<file path="config.mk">
export PLATFORM = sky130hd
export DESIGN_NAME = relay_chain
export DESIGN_NICKNAME = d
export VERILOG_FILES = /design/src/rtl/relay_chain_stage.sv /design/src/rtl/relay_chain.sv
export SDC_FILE = /design/constraint.sdc
export NUM_CORES = 1
export LEC_CHECK = 0
export ABC_AREA = 1
export CAP_MARGIN = 20
export CORE_ASPECT_RATIO = 0.7
export CORE_MARGIN = 2
export CORE_UTILIZATION = 31
export DETAILED_ROUTE_END_ITERATION = 6
export HOLD_SLACK_MARGIN = 0.05
export PLACE_DENSITY = 0.52
export SLEW_MARGIN = 15
export SYNTH_ARGS = -nofsm -noshare
export SYNTH_HDL_FRONTEND = slang
export SYNTH_SLANG_ARGS = --single-unit
</file>
<file path="constraint.sdc">
create_clock -name clk -period 3.3 [get_ports clk]
set_clock_uncertainty 0.05 [all_clocks]
set_input_delay 0.495 -clock clk [delete_from_list [all_inputs] [get_ports clk]]
set_output_delay 0.495 -clock clk [all_outputs]
set_load 0.01 [all_outputs]
</file>
<file path="src/rtl/relay_chain_stage.sv">
// rtl/relay_chain_stage.sv - one registered hop of the relay chain
//
// Purpose: a single register slice between a valid/ready upstream and
// downstream. REG_READY=1 builds a 2-entry skid buffer whose ready, valid
// and data outputs all come straight from flops. REG_READY=0 builds a
// 1-entry pipeline register with combinational ready.
//
// Ports:
//   clk, reset            clock, synchronous active-high reset
//   valid_up, ready_up    upstream handshake (ready_up is an output)
//   data_up               upstream payload
//   valid_down, ready_down downstream handshake (valid_down is an output)
//   data_down             downstream payload

module relay_chain_stage #(
    parameter int DATA_WIDTH = 32,
    parameter int REG_READY  = 1
) (
    input  logic                  clk,
    input  logic                  reset,
    input  logic                  valid_up,
    output logic                  ready_up,
    input  logic [DATA_WIDTH-1:0] data_up,
    output logic                  valid_down,
    input  logic                  ready_down,
    output logic [DATA_WIDTH-1:0] data_down
);

    generate
        if (REG_READY != 0) begin : g_skid
            (* keep = "true", dont_touch = "true" *) logic                  main_valid_q;
            (* keep = "true", dont_touch = "true" *) logic [DATA_WIDTH-1:0] main_data_q;
            (* keep = "true", dont_touch = "true" *) logic                  ready_q;
            logic                  skid_valid_q;
            logic [DATA_WIDTH-1:0] skid_data_q;
            logic                  accept;

            assign accept     = valid_up && ready_q;
            assign ready_up   = ready_q;
            assign valid_down = main_valid_q;
            assign data_down  = main_data_q;

            // ready_q tracks "skid will be empty after this edge". It is held
            // low through reset so nothing is accepted until the first edge
            // with reset released.
            always_ff @(posedge clk) begin
                if (reset) begin
                    main_valid_q <= 1'b0;
                    skid_valid_q <= 1'b0;
                    ready_q      <= 1'b0;
                end else if (!skid_valid_q) begin
                    if (!main_valid_q || ready_down) begin
                        main_valid_q <= accept;
                        ready_q      <= 1'b1;
                    end else begin
                        // Main is stalled: an accepted word parks in skid.
                        skid_valid_q <= accept;
                        ready_q      <= !accept;
                    end
                end else if (ready_down) begin
                    // Skid drains into main before any new word is taken.
                    skid_valid_q <= 1'b0;
                    ready_q      <= 1'b1;
                end
            end

            always_ff @(posedge clk) begin
                if (!skid_valid_q) begin
                    if (!main_valid_q || ready_down) begin
                        if (accept) begin
                            main_data_q <= data_up;
                        end
                    end else if (accept) begin
                        skid_data_q <= data_up;
                    end
                end else if (ready_down) begin
                    main_data_q <= skid_data_q;
                end
            end
        end else begin : g_pipe
            (* keep = "true", dont_touch = "true" *) logic                  valid_q;
            (* keep = "true", dont_touch = "true" *) logic [DATA_WIDTH-1:0] data_q;

            assign ready_up   = !valid_q || ready_down;
            assign valid_down = valid_q;
            assign data_down  = data_q;

            always_ff @(posedge clk) begin
                if (reset) begin
                    valid_q <= 1'b0;
                end else if (ready_up) begin
                    valid_q <= valid_up;
                end
            end

            always_ff @(posedge clk) begin
                if (ready_up && valid_up) begin
                    data_q <= data_up;
                end
            end
        end
    endgenerate

endmodule

</file>
<file path="src/rtl/relay_chain.sv">
// rtl/relay_chain.sv - LEVEL-deep chain of register slices with occupancy count
//
// Purpose: cuts a long FWFT-style write-to-read path into LEVEL registered
// hops and reports how many words are currently held in the chain.
// LEVEL=0 degenerates to a pure combinational passthrough.
//
// Ports:
//   clk, reset   clock, synchronous active-high reset
//   if_full_n    write side may accept (ready)
//   if_write     write request (valid)
//   if_din       write data
//   if_empty_n   read data valid
//   if_read      read request (ready)
//   if_dout      read data, valid when if_empty_n=1
//   occupancy    words currently held in the chain

module relay_chain #(
    parameter int DATA_WIDTH  = 32,
    parameter int LEVEL       = 2,
    parameter int REG_READY   = 1,
    localparam int CAP        = LEVEL * ((REG_READY != 0) ? 2 : 1),
    localparam int OCC_WIDTH  = ($clog2(CAP + 1) > 1) ? $clog2(CAP + 1) : 1
) (
    input  logic                  clk,
    input  logic                  reset,
    output logic                  if_full_n,
    input  logic                  if_write,
    input  logic [DATA_WIDTH-1:0] if_din,
    output logic                  if_empty_n,
    input  logic                  if_read,
    output logic [DATA_WIDTH-1:0] if_dout,
    output logic [OCC_WIDTH-1:0]  occupancy
);

    generate
        if (LEVEL == 0) begin : g_bypass
            assign if_full_n  = if_read;
            assign if_empty_n = if_write;
            assign if_dout    = if_din;
            assign occupancy  = '0;
        end else begin : g_chain
            // Node i is the link between stage i-1 and stage i; node 0 is the
            // write port and node LEVEL is the read port.
            logic [LEVEL:0]        valid_c;
            logic [LEVEL:0]        ready_c;
            logic [DATA_WIDTH-1:0] data_c [LEVEL+1];
            logic                  accept;
            logic                  deliver;
            logic [OCC_WIDTH-1:0]  occ_q;

            assign valid_c[0]     = if_write;
            assign data_c[0]      = if_din;
            assign if_full_n      = ready_c[0];
            assign ready_c[LEVEL] = if_read;
            assign if_empty_n     = valid_c[LEVEL];
            assign if_dout        = data_c[LEVEL];

            for (genvar i = 0; i < LEVEL; i++) begin : g_stage
                relay_chain_stage #(
                    .DATA_WIDTH (DATA_WIDTH),
                    .REG_READY  (REG_READY)
                ) u_stage (
                    .clk        (clk),
                    .reset      (reset),
                    .valid_up   (valid_c[i]),
                    .ready_up   (ready_c[i]),
                    .data_up    (data_c[i]),
                    .valid_down (valid_c[i+1]),
                    .ready_down (ready_c[i+1]),
                    .data_down  (data_c[i+1])
                );
            end

            assign accept    = if_write && if_full_n;
            assign deliver   = if_read && if_empty_n;
            assign occupancy = occ_q;

            always_ff @(posedge clk) begin
                if (reset) begin
                    occ_q <= '0;
                end else begin
                    case ({accept, deliver})
                        2'b10:   occ_q <= occ_q + 1'b1;
                        2'b01:   occ_q <= occ_q - 1'b1;
                        default: occ_q <= occ_q;
                    endcase
                end
            end
        end
    endgenerate

endmodule

</file>
==> results.md, run 1 <==
- Setup repair after global routing left no endpoint under its margin.
- For this design the ratio of total power to cell area is 591.5 nW/um^2.
- The total count of hold-check failures in the final report is 0.
- Max-cap violations in this run came to 0.
- The synthesized netlist net count is 472.
- Setup violations remaining at the end of the flow were counted as 0.
- The first global-routing pass estimated 15300 um of wire.
- The detailed-route via count is 2963.
- The remaining max-slew budget at the tightest pin is 0.3183.
- The later pin in the worst-skew pair is clocked with a latency of 400 ps.
- Adding up every negative setup slack in the final design gives 0 ps.
- Data on the critical path arrives at its endpoint at 2430 ps.
- The filler cells instantiated in the layout total 1602.
- The multi-input combinational cells in the finished layout cover a total of 989.7 um^2.
- Using the TritonRoute via totals, the vias-per-cell ratio works out to 4.081.
- The kind of path behind the tightest hold check is reg -> reg.
- 0 antenna diodes ended up in the layout.
- After the last flow step, the layout net total stands at 520.
- The number of hold-repair buffers added at the cts stage is 0.
- The largest net degree at the start of global routing is 38.
- After clock tree synthesis, the setup repair step added 0 buffers.
- The number of buffer cells added on primary ports is 72.
- In the synthesized netlist, the number of instances is 434.
- The count of pins on the block boundary is 73.
- The detailed router finished its first iteration with 162 violations.
- The number of gates resized after CTS was 0.
- The worst setup path is captured at a register.
- The overall die width is 161.3 um.
- The H-tree was split into 4 levels.
- For this run, the total global-route usage over all layers was measured as 0.1116.
- The kind of start point of the critical path is a register.
- The clock passes through at most 2 buffers.
- The CTS root buffer is sky130_fd_sc_hd__clkbuf_16.
- The cell area reported after detailed placement is 6110 um^2.
- The initial antenna violation count was 0.
- The transition at the pin with the smallest max-transition slack is 1019 ps.
- The die covers 18400 um^2.
- For this run, the number of Yosys warnings is 0.
- The total iterations of the first detailed-routing run is 4.
- Of the cells placed in the final design, the portion with a size suffix greater than 1 is 0.07879.
- IR analysis of the VDD net gives a maximum drop of 0.2851 mV.
- Averaged over all synthesized cells, the footprint is 12.37 um^2.
- The startpoint of the most critical setup path is g_chain.g_stage[1].u_stage.g_skid.skid_valid_q$_SDFF_PP0_.
- The setup path with the least slack is of type reg -> reg.
- The portion of the clock cycle consumed by the worst path in the final layout is 0.7442.
- Summing all non-filler instances in the final layout gives an area of 6678 um^2.
- The highest clock rate is 0.4072 GHz.
- In this run the most critical hold path is launched from g_chain.g_stage[0].u_stage.data_down[8]$_DFFE_PP_.
- The leakage power is 2.514 nW.
- The clock sink count is 137.
- The post-layout minimum cycle time is 2456 ps.
- Compared with the post-synthesis result, the final layout area differs by 24.41%.
- The initial utilization of the core area, before any placement, comes to 0.3145.
- Dividing the detail-routed wire length by the instance count gives 13.39 um.
- After detailed routing, the total wire length is 9722 um.
- The floorplan step defined a core boundary enclosing 17070 um^2.
- The die span in y is 114.1 um.
- The run finished with clean final reports.
- The startpoint identified for the worst register-to-register timing path is g_chain.g_stage[1].u_stage.g_skid.skid_valid_q$_SDFF_PP0_.
- The final antenna-violating net count is 0.
- In this run the worst path has a maximum fanout of 37.
- The total grt overflow is 0.
- The clock transition at the registers of the reported paths is 60 ps.
- The library cell used most frequently in the layout, excluding fill and tap cells, is sky130_fd_sc_hd__nand2_1.
- Once detailed placement completed, the half-perimeter wirelength came to 6524 um.
- In the routed design, unresolved DRC markers number 0.
- The top cell types in the final layout, fill and taps aside, are sky130_fd_sc_hd__nand2_1 (209), sky130_fd_sc_hd__edfxtp_1 (128), sky130_fd_sc_hd__clkdlybuf4s50_1 (72), sky130_fd_sc_hd__clkbuf_16 (17), sky130_fd_sc_hd__inv_1 (10).
- The clock tree from TritonCTS is built.
- In this run the core area contains 40 standard-cell rows.
- The number of global-route vias before repair was 2937.
- The count of final max-slew check failures is 0.
- The data required time of the critical path is 3270 ps.
- TritonCTS created 17 clock buffers.
- Routability-driven placement finished with a final weighted congestion of 0.7825.
- The sequential cell area is 4026 um^2.
- The total standard cell area after synthesis is 5368 um^2.
[sequential cells by signal (all words and copies together) (netlist names)]
| signal | cells |
|---|---|
| g_chain.g_stage.u_stage.data_down | 64 |
| g_chain.g_stage.u_stage.g_skid.skid_data_q | 64 |
| g_chain.g_stage.u_stage.g_skid.skid_valid_q | 2 |
| g_chain.g_stage.u_stage.ready_up | 2 |
| g_chain.g_stage.u_stage.valid_down | 2 |
| occupancy | 3 |
[area by class of cell]
cell class                      count  share of cell area
Multi-Input combinational cell    237              0.1482
Inverter                           13            0.008057
Clock buffer                       20             0.06539
Tap cell                          231             0.04328
Sequential cell                   137              0.6030
Timing Repair Buffer               76              0.1124
Clock inverter                     12             0.01967
[worst paths after layout]
check / to / slack [ps] / cells after the start
worst max register to register: g_chain.g_stage[1].u_stage.data_down[20]$_DFFE_PP_ / 840 / 2
worst max-delay path: g_chain.g_stage[1].u_stage.data_down[20]$_DFFE_PP_ / 840 / 2
worst min-delay path: g_chain.g_stage[1].u_stage.g_skid.skid_data_q[8]$_DFFE_PP_ / 400 / 0
worst min register to register: g_chain.g_stage[1].u_stage.g_skid.skid_data_q[8]$_DFFE_PP_ / 400 / 0
[where the power goes]
group          switching [mW]  internal, mW
registers              0.0234          1.95
clock network           0.644          1.17
logic                  0.0813        0.0831
total                   0.748          3.20
[worst max-delay path: stages, from the launching register on]
cell and delay [ps]:
sky130_fd_sc_hd__dfxtp_2 800, sky130_fd_sc_hd__inv_4 310, sky130_fd_sc_hd__o21ai_4 890
[metrics by stage]
step	setup slack, ps	utilization	hold slack [ps]	power [mW]	std cells
floorplan	733.9	-	376.8	2.081	434
global placement	869.0	0.3580	383.8	2.171	694
detailed placement	804.5	0.3580	389.4	2.175	694
CTS	803.8	0.3913	402.5	3.994	726
global route	614.5	0.3913	410.6	4.095	726
finish	844.0	0.3913	399.5	3.950	726
[routing by layer]
layer,vias to the layer above,track usage,part of all wire
met1,1369,0.1539,0.51
met4,0,0.04107,0.011
met5,-,0,0
li1,1500,-,-
met2,83,0.1665,0.42
met3,11,0.03549,0.052
(Power assumes the default switching activity.)
==> run 2, diff against run 1 <==
--- a/config.mk
+++ b/config.mk
@@ -12,7 +12,7 @@
 export CORE_UTILIZATION = 31
 export DETAILED_ROUTE_END_ITERATION = 6
 export HOLD_SLACK_MARGIN = 0.05
-export PLACE_DENSITY = 0.52
+export PLACE_DENSITY = 0.5
 export SLEW_MARGIN = 15
 export SYNTH_ARGS = -nofsm -noshare
 export SYNTH_HDL_FRONTEND = slang
==> constraint.sdc (replaced) <==
create_clock -name clk -period 2.3 [get_ports clk]
set_clock_uncertainty 0.05 [all_clocks]
set_input_delay 0.345 -clock clk [delete_from_list [all_inputs] [get_ports clk]]
set_output_delay 0.345 -clock clk [all_outputs]
set_load 0.01 [all_outputs]
==> run 2 against run 1 <==
Effect of this change: worst setup slack worse by 370 ps; global-route usage is 0.23 points higher; flip-flop and latch count stayed put; sequential power is 44% higher.
==> results.md, run 2 (synthesized netlist as in run 1, its figures left out) <==
- The flow ran to the end, and the final reports show no timing, DRC or antenna violations.
- Among all stages on the critical path, the largest delay is contributed by sky130_fd_sc_hd__o21ai_4.
- The starting utilization of the core area is 0.3145 (unchanged).
- The highest clock rate is 0.5470 GHz (+34%).
- The endpoint arrival time on the critical path was 1790 ps (-640 ps).
- The final weighted congestion in routability-driven placement is 0.7131 (-8.9%).
- The die span in y is 114.1 um (unchanged).
- The number of failing setup endpoints in the final timing report is 0 (unchanged).
- The worst reg2reg path depth is 4 (+2).
- STA classifies the critical path startpoint as a register.
- Setup repair after global routing left no endpoint under its margin.
- The first-pass GRT wire length is 15700 um (+2.6%).
- The signal on the critical path passes through inv_4, buf_4, nand3_1, o21ai_4.
- The portion of the clock cycle consumed by the worst path in the final layout is 0.7948 (+0.05058).
- The quantity of gates resized following cts is 0 (unchanged).
- The number of vias per cell after detailed routing is 4.086 (+0.12%).
- The detailed router's first-iteration violation count was 161 (-0.62%).
- The overall die width is 161.3 um (unchanged).
- In this run the clock root is driven by a sky130_fd_sc_hd__clkbuf_16.
- The detailed-route via count is 2991 (+0.94%).
- The post-layout minimum cycle time is 1828 ps (-627.9 ps).
- The endpoint identified for the worst register-to-register timing path is g_chain.g_stage[1].u_stage.data_down[18]$_DFFE_PP_.
- The initial antenna violation count is 0 (unchanged).
- The total instance count after detailed placement was 700 (+0.86%).
- The worst stage delay on the critical path came to 430 ps (-460 ps).
- The power density of the placed cells came to 833.7 nW/um^2 (+41%).
- The source of the worst register-to-register timing path is g_chain.g_stage[1].u_stage.g_skid.skid_valid_q$_SDFF_PP0_.
- The maximum buffer depth of the clock tree is 2 (unchanged).
- The number of buffers created by CTS came to 17 (unchanged).
- The placeable core region is 17070 um^2 (unchanged).
- The sum of buffers and inverters on the critical path is 2 (+1).
- The post-route setup TNS is 0 ps (unchanged).
- The number of global-route vias before repair is 2924 (-0.44%).
- The count of pins on the block boundary came to 73 (unchanged).
- The critical path is of the reg -> reg type.
- The detailed-route DRC error count is 0 (unchanged).
- The number of nets in the final layout is 526 (+1.2%).
- In the layout the commonest cells are sky130_fd_sc_hd__nand2_1 (209), sky130_fd_sc_hd__edfxtp_1 (128), sky130_fd_sc_hd__clkdlybuf4s50_1 (72), sky130_fd_sc_hd__clkbuf_16 (17), sky130_fd_sc_hd__inv_1 (10).
- The largest net degree at the start of global routing is 37 (-2.6%).
- The number of buffer cells added on primary ports came to 72 (unchanged).
- The total count of hold-check failures in the final report is 0 (unchanged).
- The clock tree from TritonCTS is built.
- The kind of path behind the tightest hold check is reg -> reg.
- The met2 layer wire length in the routed design is 4537 um (+9.9%).
- The clock latency on the worst-skew pair is 400 ps (about the same).
- The data required time of the critical path is 2260 ps (-1010 ps).
- The worst supply voltage drop on vdd came to 0.5313 mV (+86%).
- The total die area is 18400 um^2 (unchanged).
- The total of max-cap violations is 0 (unchanged).
- The maximum fanout along the worst path was 32 (-14%).
- The count of final max-slew check failures came to 0 (unchanged).
- The number of cells on the worst hold path came to 0 (unchanged).
- The clock transition at the registers of the reported paths is 50 ps (about the same).
- The placed wire-length estimate is 6488 um (-0.55%).
- The kind of capture point of the worst setup path is a register.
- The count of non-filler cells in the finished layout is 732 (+0.83%).
- The clock sink count is 137 (unchanged).
- The total grt overflow came to 0 (unchanged).
- The total inserted antenna cells is 0 (unchanged).
- The overall fraction of global-route tracks in use came to 0.1139 (+0.002283).
- The remaining max-slew budget at the tightest pin is 0.2726 (-0.04569).
- The kind of cell with the highest combined delay along the critical path is buffers and inverters.
- Leaving out fill and tap cells, the most frequent cell in the layout is sky130_fd_sc_hd__nand2_1.
- The setup slack at placement was 60.93 ps (-743.6 ps).
- The buffers inserted during post-CTS setup optimization is 0 (unchanged).
- The routed wire length came to 9982 um (+2.7%).
- The leakage power is 2.535 nW (+0.85%).
- The final antenna-violating net count came to 0 (unchanged).
- The number of hold-repair buffers added at the cts stage is 0 (unchanged).
- The met1 layer wirelength in the final routing was 4918 um (-1.3%).
- The smallest setup slack after layout came to 471.9 ps (-372.1 ps).
- The amount of wire on met3 after detailed routing is 457 um (-10%).
- The number of levels in the clock H-tree was 4 (unchanged).
- For hold timing, the worst endpoint is g_chain.g_stage[1].u_stage.g_skid.skid_data_q[10]$_DFFE_PP_.
- The highest metal layer carrying signal wires in the routed design is met4.
- The setup slack of the worst register-to-register path is 470 ps (-370 ps).
- In this run the most critical hold path is launched from g_chain.g_stage[0].u_stage.data_down[10]$_DFFE_PP_.
- The total iterations of the first detailed-routing run is 4 (unchanged).
- The fraction of final layout cells with drive strength greater than 1 is 0.09182 (+0.01303).
- The signed area change from the synthesized netlist to the final layout is 25.08%.
- The power after layout is 5.597 mW (+42%).
- The mean routed wirelength per cell is 13.64 um (+1.8%).
- The row count was 40 (unchanged).
- The transition at the pin with the smallest max-transition slack is 1087 ps (+68.28 ps).
run 2: cell types whose count changed in the layout (fill, tap and decap cells not counted):
cell,previous run,this run
sky130_fd_sc_hd__clkbuf_1,3,5
sky130_fd_sc_hd__clkinvlp_4,1,2
sky130_fd_sc_hd__bufinv_16,3,2
sky130_fd_sc_hd__buf_12,0,1
sky130_fd_sc_hd__clkinv_2,3,4
sky130_fd_sc_hd__buf_4,4,9
sky130_fd_sc_hd__clkinv_1,5,2
run 2: cell type report:
class	instances	area, um^2
clock inverters	10	102.6
clock buffers	22	444.2
multi-input cells	237	989.7
repair buffers	82	808.3
fillers	1633	10350
flip-flops and latches	137	4026
well taps	231	289.0
inverters	13	53.80
run 2: layer usage:
| layer | global-route usage | vias to the layer above |
|---|---|---|
| met5 | 0 | - |
| met4 | 0.04464 | 0 |
| met3 | 0.02861 | 8 |
| met2 | 0.1725 | 68 |
| met1 | 0.1586 | 1397 |
| li1 | - | 1518 |
run 2: power breakdown:
| part | internal (mW) | switching (mW) |
|---|---|---|
| clock network | 1.58 | 0.945 |
| registers | 2.80 | 0.0296 |
| logic | 0.125 | 0.122 |
| total | 4.50 | 1.10 |
run 2: worst max path at each step:
stage	from	endpoint	slack, ps	cells past startpoint
floorplan	g_chain.g_stage[1].u_stage.ready_up$_SDFFE_PP0P_	g_chain.g_stage[0].u_stage.g_skid.skid_data_q[0]$_DFFE_PP_	290	3
global placement	if_read	g_chain.g_stage[1].u_stage.data_down[17]$_DFFE_PP_	90	3
detailed placement	if_read	g_chain.g_stage[1].u_stage.data_down[15]$_DFFE_PP_	60	3
CTS	g_chain.g_stage[1].u_stage.g_skid.skid_valid_q$_SDFF_PP0_	g_chain.g_stage[1].u_stage.data_down[18]$_DFFE_PP_	430	4
global route	g_chain.g_stage[1].u_stage.g_skid.skid_valid_q$_SDFF_PP0_	g_chain.g_stage[1].u_stage.data_down[21]$_DFFE_PP_	370	4
finish	g_chain.g_stage[1].u_stage.g_skid.skid_valid_q$_SDFF_PP0_	g_chain.g_stage[1].u_stage.data_down[18]$_DFFE_PP_	470	4
run 2: stage by stage:
| step | cell area [um^2] | util | hold slack (ps) |
|---|---|---|---|
| floorplan | 5389 | - | 376.8 |
| global placement | 6167 | 0.3614 | 383.5 |
| detailed placement | 6167 | 0.3614 | 381.8 |
| CTS | 6714 | 0.3934 | 395.0 |
| global route | 6714 | 0.3934 | 402.1 |
| finish | 6714 | 0.3934 | 395.3 |
run 2: worst register-to-register path, cell delays in order (launching register included):
cell                      delay (ps)
sky130_fd_sc_hd__dfxtp_2         330
sky130_fd_sc_hd__inv_4           180
sky130_fd_sc_hd__buf_4           280
sky130_fd_sc_hd__nand3_1         180
sky130_fd_sc_hd__o21ai_4         430
==> run 3, diff against run 2 <==
==> constraint.sdc (replaced) <==
create_clock -name clk -period 1.89 [get_ports clk]
set_clock_uncertainty 0.05 [all_clocks]
set_input_delay 0.2835 -clock clk [delete_from_list [all_inputs] [get_ports clk]]
set_output_delay 0.2835 -clock clk [all_outputs]
set_load 0.01 [all_outputs]
==> run 3 against run 2 <==
Effect of this change: via count is 0.67% higher; sequential share of layout area is 0.68 points lower; worst setup slack worse by 300 ps; clock power is 18% higher; register-to-register slack worse by 150 ps; flip-flop and latch count stayed put; die area stayed put; design area is 1.2% higher; power is 20% higher; sequential power is 22% higher; final cell count is 0.41% higher.
==> results.md, run 3 (synthesized netlist as in run 1, its figures left out) <==
- The final antenna-violating net count is 0 (unchanged).
- The total of max-cap violations is 0 (unchanged).
- The sequential share of power came to 0.511 (+0.006).
- The switching fraction of total power is 0.2054 (+0.009387).
- The post-route setup TNS was 0 ps (unchanged).
- The final weighted congestion in routability-driven placement was 0.7291 (+2.2%).
- The overall die width is 161.3 um (unchanged).
- The number of vias per cell after detailed routing is 4.097 (+0.26%).
- TritonCTS built the clock tree.
- The core occupancy in the finished layout was 0.3982 (+0.004765).
- The power after layout is 6.725 mW (+20%).
- The fraction of final layout cells with drive strength greater than 1 is 0.1131 (+0.02128).
- The share of total power in combinational logic is 0.046 (+0.002).
- The endpoint arrival time on the critical path is 1380 ps (-410 ps).
- The internal power of the cells is 5.344 mW (+19%).
- The detailed-route via count is 3011 (+0.67%).
- The clock network power share is 0.443 (-0.008).
- The placeable core region is 17070 um^2 (unchanged).
- The portion of the clock cycle consumed by the worst path in the final layout is 0.9080.
- The smallest setup slack after layout was 173.9 ps (-298.0 ps).
- The most frequent standard cell in the layout excluding fill and tap cells is sky130_fd_sc_hd__nand2_1.
- The power density of the placed cells came to 989.6 nW/um^2 (+19%).
- The clock latency on the worst-skew pair came to 410 ps (about the same).
- The largest net degree at the start of global routing is 35 (-5.4%).
- The kind of capture point of the worst setup path is a primary output.
- The clock transition at the registers of the reported paths is 60 ps (about the same).
- The count of final max-slew check failures is 0 (unchanged).
- The slowest cell on the critical path is sky130_fd_sc_hd__clkdlybuf4s50_1.
- The remaining max-slew budget at the tightest pin is 0.7438 (+0.4712).
- The number of global-route vias before repair is 3001 (+2.6%).
- The maximum buffer depth of the clock tree is 2 (unchanged).
- The total grt overflow is 0 (unchanged).
- The total die area was 18400 um^2 (unchanged).
- The post-layout minimum cycle time is 1716 ps.
- The filler cell count came to 1604 (-1.8%).
- The placed wire-length estimate is 6341 um (-2.3%).
- The total inserted antenna cells came to 0 (unchanged).
- The mean routed wirelength per cell is 13.25 um (-2.9%).
- The worst hold slack is 397.4 ps (+2.125 ps).
- The buffers inserted during post-CTS setup optimization is 0 (unchanged).
- The sum of buffers and inverters on the critical path is 1 (-1).
- The transition at the pin with the smallest max-transition slack came to 384.3 ps (-702.7 ps).
- Leaving out fill and tap cells, the most frequent cells in the layout are sky130_fd_sc_hd__nand2_1 (208), sky130_fd_sc_hd__edfxtp_1 (128), sky130_fd_sc_hd__clkdlybuf4s50_1 (72), sky130_fd_sc_hd__clkbuf_16 (17), sky130_fd_sc_hd__inv_1 (10).
- The first-pass GRT wire length is 15410 um (-1.8%).
- The worst setup path is of the reg -> out kind.
- The overall fraction of global-route tracks in use is 0.1119 (-0.002027).
- The routed wire length was 9736 um (-2.5%).
- The initial antenna violation count is 0 (unchanged).
- STA classifies the critical path startpoint as a register.
- The flow ran to the end, and the final reports show no timing, DRC or antenna violations.
- The leakage power is 2.552 nW (+0.67%).
- The maximum fanout along the worst path is 5 (-84%).
- The CTS root buffer is sky130_fd_sc_hd__clkbuf_16.
- The worst supply voltage drop on vdd was 0.4492 mV (-15%).
- The number of buffers created by CTS is 17 (unchanged).
- The die span in y is 114.1 um (unchanged).
- The number of buffer cells added on primary ports came to 72 (unchanged).
- Setup repair after global routing left no endpoint under its margin.
- The highest clock rate is 0.5827 GHz.
- The detailed-route DRC error count is 0 (unchanged).
- In this run the worst hold path is classified as reg -> reg.
- The data required time of the critical path was 1560 ps (-700 ps).
- The starting utilization of the core area is 0.3145 (unchanged).
- The number of nets in the final layout is 529 (+0.57%).
- The detailed router's first-iteration violation count was 194 (+20%).
- From synthesis to final layout, the design area changed by 26.60%.
- The setup slack at placement is -52.50 ps (-113.4 ps).
- The number of hold-repair buffers added at the cts stage came to 0 (unchanged).
- The row count came to 40 (unchanged).
- The quantity of gates resized following cts was 0 (unchanged).
- The critical path goes through clkdlybuf4s50_1.
- The power dissipated by switching net loads came to 1.381 mW (+26%).
- Broken down by cell family, the worst path's largest delay share belongs to buffers and inverters.
- The number of failing setup endpoints in the final timing report is 0 (unchanged).
- The total count of hold-check failures in the final report came to 0 (unchanged).
- The number of levels in the clock H-tree was 4 (unchanged).
- The total iterations of the first detailed-routing run is 4 (unchanged).
- The worst stage delay on the critical path is 570 ps (+140 ps).
- The count of pins on the block boundary is 73 (unchanged).
- The clock sink count is 137 (unchanged).
==> run 3: worst paths after layout <==
check | startpoint | endpoint | slack [ps] | cells after the start
worst min register to register | g_chain.g_stage[0].u_stage.data_down[11]$_DFFE_PP_ | g_chain.g_stage[1].u_stage.g_skid.skid_data_q[11]$_DFFE_PP_ | 400 | 0
worst max register to register | g_chain.g_stage[1].u_stage.valid_down$_SDFFE_PP0P_ | occupancy[2]$_SDFFE_PP0P_ | 320 | 9
worst min-delay path | g_chain.g_stage[0].u_stage.data_down[11]$_DFFE_PP_ | g_chain.g_stage[1].u_stage.g_skid.skid_data_q[11]$_DFFE_PP_ | 400 | 0
worst max-delay path | g_chain.g_stage[1].u_stage.valid_down$_SDFFE_PP0P_ | if_empty_n | 170 | 1
==> run 3: area by class of cell <==
cell class                 count  area, um^2  share of cell area
sequential                   137        4029              0.5929
multi-input combinational    237       992.2              0.1460
timing repair buffer          85       893.4              0.1315
clock buffer                  18       429.2             0.06316
tap                          231       289.0             0.04253
clock inverter                14       108.9             0.01602
inverter                      13       53.80            0.007918
==> run 3: power groups by stage <==
stage | combinational [mW] | sequential [mW] | clock (mW)
finish | 0.307 | 3.44 | 2.98
global route | 0.345 | 3.44 | 3.18
CTS | 0.313 | 3.44 | 3.05
detailed placement | 0.312 | 3.50 | 0
global placement | 0.307 | 3.50 | 0
floorplan | 0.144 | 3.49 | 0
==> run 3: routing by layer <==
| metal | vias to the layer above | part of all wire | wire length [um] | track usage |
|---|---|---|---|---|
| li1 | 1519 | - | - | - |
| met3 | 4 | 0.045 | 442 | 0.03948 |
| met4 | 0 | 0.0043 | 42 | 0.03571 |
| met5 | - | 0 | 0 | 0 |
| met2 | 64 | 0.45 | 4392 | 0.1731 |
| met1 | 1424 | 0.50 | 4858 | 0.1487 |
==> run 3: metrics by stage <==
step / cells / area [um^2]
4_1_cts: 735 / 6795
5_1_grt: 735 / 6795
2_1_floorplan: 434 / 5404
3_5_place_dp: 703 / 6257
3_3_place_gp: 703 / 6257
6_report: 735 / 6795
